--- src/rtl/div_iter.sv ---
// -----------------------------------------------------------------------------
// div_iter -- multi-cycle radix-2 restoring divider for the EX stage.
//
// EX raises start_i with signedness and operands and stalls until ready_o.
// The divider latches operand magnitudes, resolves one quotient bit per clock,
// then returns {remainder, quotient} (MIPS HI/LO) with ready_o held high until
// EX drops start_i. annul_i flushes the operation from any non-idle state.
//
// Ports
//   clk           clock, rising edge
//   resetn        asynchronous reset, active-low
//   signed_div_i  1 = DIV (signed), 0 = DIVU; sampled with start_i
//   opdata1_i     dividend; sampled with start_i
//   opdata2_i     divisor;  sampled with start_i
//   start_i       request, held high until ready_o is seen
//   annul_i       abort the current operation
//   result_o      [2W-1:W] remainder, [W-1:0] quotient (registered)
//   ready_o       result valid (registered)
// -----------------------------------------------------------------------------
module div_iter #(
    parameter int WIDTH = 32
) (
    input  logic               clk,
    input  logic               resetn,
    input  logic               signed_div_i,
    input  logic [WIDTH-1:0]   opdata1_i,
    input  logic [WIDTH-1:0]   opdata2_i,
    input  logic               start_i,
    input  logic               annul_i,
    output logic [2*WIDTH-1:0] result_o,
    output logic               ready_o
);

    localparam int            CW   = $clog2(WIDTH);
    localparam logic [CW-1:0] LAST = CW'(WIDTH - 1);

    typedef enum logic [1:0] {
        ST_IDLE,
        ST_DIVZERO,
        ST_ON,
        ST_END
    } state_t;

    state_t                 state, state_nxt;
    logic [CW-1:0]          cnt;
    logic                   neg_quo;
    logic                   neg_rem;
    logic [WIDTH-1:0]       dvd;      // dividend magnitude; quotient bits shift in from the right
    logic [WIDTH-1:0]       dvs;      // divisor magnitude
    logic [WIDTH-1:0]       rem;      // partial remainder

    logic signed [WIDTH+1:0] trial;
    logic                    q_bit;
    logic [WIDTH-1:0]        rem_step;
    logic [WIDTH-1:0]        quo_step;
    logic                    op1_neg;
    logic                    op2_neg;
    logic                    accept;

    // Two's-complement negate when requested. The most negative value maps onto
    // itself, which is exactly the wrapped result wanted for -2^(W-1) / -1.
    function automatic logic [WIDTH-1:0] cond_neg(input logic [WIDTH-1:0] v,
                                                  input logic             en);
        return en ? (~v) + WIDTH'(1) : v;
    endfunction

    assign op1_neg = signed_div_i & opdata1_i[WIDTH-1];
    assign op2_neg = signed_div_i & opdata2_i[WIDTH-1];
    assign accept  = start_i & ~annul_i;

    // One restoring step. The partial remainder is always below the divisor,
    // so the shifted value fits in W+1 bits and the extra top bit is the sign.
    always_comb begin
        trial    = $signed({1'b0, rem, dvd[WIDTH-1]} - {2'b00, dvs});
        q_bit    = (trial >= 0);
        rem_step = q_bit ? trial[WIDTH-1:0] : {rem[WIDTH-2:0], dvd[WIDTH-1]};
        quo_step = {dvd[WIDTH-2:0], q_bit};
    end

    always_ff @(posedge clk or negedge resetn) begin
        if (!resetn) begin
            state <= ST_IDLE;
        end else begin
            state <= state_nxt;
        end
    end

    always_comb begin
        state_nxt = state;
        case (state)
            ST_IDLE: begin
                if (accept) begin
                    state_nxt = (opdata2_i == '0) ? ST_DIVZERO : ST_ON;
                end
            end
            ST_ON: begin
                if (annul_i) begin
                    state_nxt = ST_IDLE;
                end else if (cnt == LAST) begin
                    state_nxt = ST_END;
                end
            end
            ST_DIVZERO: begin
                state_nxt = annul_i ? ST_IDLE : ST_END;
            end
            ST_END: begin
                if (annul_i || !start_i) begin
                    state_nxt = ST_IDLE;
                end
            end
            default: state_nxt = ST_IDLE;
        endcase
    end

    always_ff @(posedge clk or negedge resetn) begin
        if (!resetn) begin
            cnt      <= '0;
            neg_quo  <= 1'b0;
            neg_rem  <= 1'b0;
            dvd      <= '0;
            dvs      <= '0;
            rem      <= '0;
            result_o <= '0;
            ready_o  <= 1'b0;
        end else begin
            case (state)
                ST_IDLE: begin
                    result_o <= '0;
                    ready_o  <= 1'b0;
                    if (accept && (opdata2_i != '0)) begin
                        neg_quo <= op1_neg ^ op2_neg;
                        neg_rem <= op1_neg;
                        dvd     <= cond_neg(opdata1_i, op1_neg);
                        dvs     <= cond_neg(opdata2_i, op2_neg);
                        rem     <= '0;
                        cnt     <= '0;
                    end
                end
                ST_ON: begin
                    if (annul_i) begin
                        result_o <= '0;
                        ready_o  <= 1'b0;
                    end else begin
                        rem <= rem_step;
                        dvd <= quo_step;
                        cnt <= cnt + CW'(1);
                        if (cnt == LAST) begin
                            result_o <= {cond_neg(rem_step, neg_rem),
                                         cond_neg(quo_step, neg_quo)};
                            ready_o  <= 1'b1;
                        end
                    end
                end
                ST_DIVZERO: begin
                    result_o <= '0;
                    ready_o  <= ~annul_i;
                end
                ST_END: begin
                    if (annul_i || !start_i) begin
                        result_o <= '0;
                        ready_o  <= 1'b0;
                    end
                end
                default: begin
                    result_o <= '0;
                    ready_o  <= 1'b0;
                end
            endcase
        end
    end

endmodule
--- config.mk ---
export PLATFORM = sky130hd
export DESIGN_NAME = div_iter
export DESIGN_NICKNAME = d
export VERILOG_FILES = /design/src/rtl/div_iter.sv
export SDC_FILE = /design/constraint.sdc
export NUM_CORES = 1
export LEC_CHECK = 0
export BUFFER_PORTS_ARGS = -buffer_cell sky130_fd_sc_hd__buf_2
export CAP_MARGIN = 0
export CORE_ASPECT_RATIO = 2
export CORE_MARGIN = 2
export CORE_UTILIZATION = 63
export DETAILED_ROUTE_END_ITERATION = 6
export GPL_TIMING_DRIVEN = 0
export PLACE_DENSITY_LB_ADDON = 0.05
export SYNTH_ARGS = -nofsm -noshare
export SYNTH_HDL_FRONTEND = slang
export SYNTH_SLANG_ARGS = --single-unit
--- constraint.sdc ---
create_clock -name clk -period 7.8 [get_ports clk]
set_input_delay 0.78 -clock clk [delete_from_list [all_inputs] [get_ports clk]]
set_output_delay 0.78 -clock clk [all_outputs]
set_load 0.02 [all_outputs]
==> results.json <==
{
  "outcome": "complete, no violations",
  "yosysWarnings": 0,
  "root_buffer": "clkbuf_16",
  "synthFlopType": "dfrtp_1",
  "cp.required_ns": 8.11,
  "finalClockSkew_ns": 0.00817,
  "syn_nets": 1596,
  "routed_wl_mm": 38.3,
  "drt_pre_antenna_iters": 5,
  "core_mm2": 0.0187,
  "num_antenna_cells": 0,
  "antenna_left": 0,
  "drv_cap": 0,
  "cts_hold_buf": 0,
  "grt_util_met1_pct": 37.3,
  "yosysMostFrequentCell": "nand2_1",
  "nets": 1749,
  "die-width_um": 101,
  "drc": 0,
  "synthTopCellsByArea": "dfrtp_1 (36%), o21ai_0 (9.2%), nand2_1 (8.1%)",
  "vias": 11754,
  "vias_per_cell": 6.30,
  "synth_cell_types": 78,
  "port_buffers": 133,
  "synthArstFlopShare_pct": 100,
  "nFillCells": 1594,
  "die_area_mm2": 0.0200,
  "use_met3_pct": 8.97,
  "cts_sinks": 170,
  "max_freq_mhz": 178,
  "hpwlAfterDp_mm": 30.4,
  "path_cells": "ha_1 > buf_2 > and3_1 > nand2_1 > nor4_2 > o211ai_1 > nand2_1 > buf_2 > buf_2 > buf_2 > buf_2 > a21oi_1 > inv_1 > ha_1 > o21ai_0 > nand2b_1 > o21ai_0 > xnor2_1 > o21ai_0",
  "slew_viol_final": 0,
  "power.leakage_nw": 6.19,
  "cts_max_path_buffers": 2,
  "cts_tree": "built",
  "grt_pass1_vias": 11666,
  "initial_core_util_pct": 63.6,
  "cp_max_fo": 10,
  "critPathMaxStageDelay_ns": 0.68,
  "peakVddDrop_mv": 0.218,
  "synth_seq_cells": 170,
  "num_rows": 71,
  "finalSetupTns_ns": 0,
  "wl_per_cell_um": 20.5,
  "grt_usage_pct": 38.9,
  "area_growth_pct": 13.1,
  "grt_pass1_wl_mm": 59.4,
  "cts_buffers": 17,
  "place_ws_ns": 2.36,
  "setup_viol": 0,
  "clk_latency_ns": 0.45,
  "crit_path_top_delay_cell": "nor4_2",
  "rsz0062_at_grt": "no",
  "fin_ws_ns": 2.18,
  "grt_overflow": 0,
  "final_core_util_pct": 71.9,
  "synth_top_area_share_pct": 35.8,
  "die_height_um": 198,
  "synth.avg_cell_area_um2": 8.00,
  "drt_iter0_markers": 708,
  "finalHoldViolCount": 0,
  "cp.arrival_ns": 5.93,
  "synthCells": 1483,
  "fin_crit_ns": 5.62,
  "post-cts-setup-buffer-count": 0,
  "busiest_layer": "met2",
  "cp_common_cell": "buf_2",
  "synth_area_mm2": 0.0119,
  "synth_top_area_cell": "dfrtp_1",
  "hp-class": "input pin to asynchronous set/reset pin",
  "final.period_utilization_pct": 72.0,
  "crit_type": "flop to flop",
  "crit_path_start_kind": "flop",
  "io_pins": 134,
  "crit_path_end_kind": "flop",
  "htree_levels": 4,
  "p_per_area_mw_per_mm2": 345,
  "antenna_found_initial": 0,
  "post_cts_resized": 0,
  "path_clk_slew_ns": 0.07,
  "gp_congestion": 0.971,
  "slew_headroom_pct": 12.4,
  "grt.met2_usage_pct": 69.1,
  "tightest_slew_ns": 1.28,
  "synth_edf_count": 0,
  "ys_seq_area_share_pct": 35.8,
  "drive_above_1_share_pct": 12.7,
  "synth_common_cells": "nand2_1 (256), o21ai_0 (217), dfrtp_1 (170)",
  "grt_max_degree": 117
}
-- final timing paths --
check                              from            to  slack (ns)  cells past startpoint
max reg2reg                      rem[5]  result_o[46]        2.18                     19
max                              rem[5]  result_o[46]        2.18                     19
min in group clk           result_o[27]  result_o[27]        0.48                      2
min reg2reg                result_o[27]  result_o[27]        0.48                      2
max in group asynchronous        resetn  result_o[33]        6.63                      2
min                              resetn       dvs[24]        0.22                      1
-- worst max-delay path: cells and delay by family, from the launching register on --
family                   cells  cell delay, ns
flip-flops                   1            0.45
AO/OA/AOI/OAI                5            0.94
AND/OR/NAND/NOR              5            1.54
buffers and inverters        6            1.69
XOR/XNOR                     1            0.16
adder cells (fa/ha/maj)      2            0.70
-- logic make-up after synthesis --
kind of cell | after synthesis | share of synthesized area (%)
XOR/XNOR | 132 | 9.74
flip-flops | 170 | 35.8
multiplexers | 16 | 1.35
buffers and inverters | 134 | 4.62
AO/OA/AOI/OAI | 465 | 23.2
adder cells (fa/ha/maj) | 44 | 4.70
AND/OR/NAND/NOR | 522 | 20.6
-- registers in the layout, indices dropped and copies added, names as in the netlist --
name and cells:
dvs 32, state 2, ready_o 1, cnt 5
rem 32, neg_rem 1, result_o 64, dvd 32
neg_quo 1
-- cell type report --
type,count,area [um2],area share (%)
Buffer,80,345,2.57
Clock buffer,18,439,3.27
Clock inverter,13,135,1.01
Inverter,54,203,1.51
Multi-Input combinational cell,1179,7070,52.7
Sequential cell,170,4250,31.7
Tap cell,219,274,2.04
Timing Repair Buffer,134,703,5.24
-- through the flow --
step	area, um2	hold slack [ns]	cells	power [W]
after floorplan	11900	0.450	1483	0.00301
final	13400	0.224	1867	0.00463
after global placement	12800	0.461	1835	0.00370
after CTS	13400	0.250	1867	0.00460
after global routing	13400	0.258	1867	0.00495
after detailed placement	12800	0.470	1836	0.00375
-- power breakdown --
group / switching [W] / total (W) / internal [W]
Sequential: 0.000219 / 0.00136 / 0.00114
Combinational: 0.00162 / 0.00243 / 0.000811
Clock: 0.000388 / 0.000842 / 0.000454
-- metal layers --
layer / up-vias / routed length (um) / part of all wire (%)
met5: - / 0 / 0
met4: 0 / 3410 / 8.9
met2: 462 / 20200 / 53
met3: 171 / 2050 / 5.4
met1: 5573 / 12700 / 33
li1: 5548 / - / -
-- cell usage in the layout (no fill, tap or decap), types with 5 or more instances in the layout --
cell       synthesis  final
nor2_1            99     99
nand3_1           16     16
nand4_1            9      9
mux2i_1           16     16
inv_1             54     54
xor2_1            81     81
clkinv_4           0      5
clkbuf_1          55     55
clkbuf_16          0     17
o211ai_1           5      5
or2_2              5      5
nor4_1            15     15
o31ai_1           27     27
nand2b_1          16     16
a211oi_1           7      7
or4_1             12     12
nand2_1          256    256
nand3b_1           6      6
a21oi_1          111    111
and2_1             6      6
ha_1              43     43
o21ai_0          217    217
a21o_1            11     11
buf_2             21    153
o41ai_1           13     13
dfrtp_1          170    170
xnor2_1           51     51
nor2b_1            7      7
or3_1             16     16
nor3_1            24     24
o21a_1             5      5
a31oi_1           12     12
a22o_1            14     14
and3_1            15     15
Power figures use the tool's default switching activity.
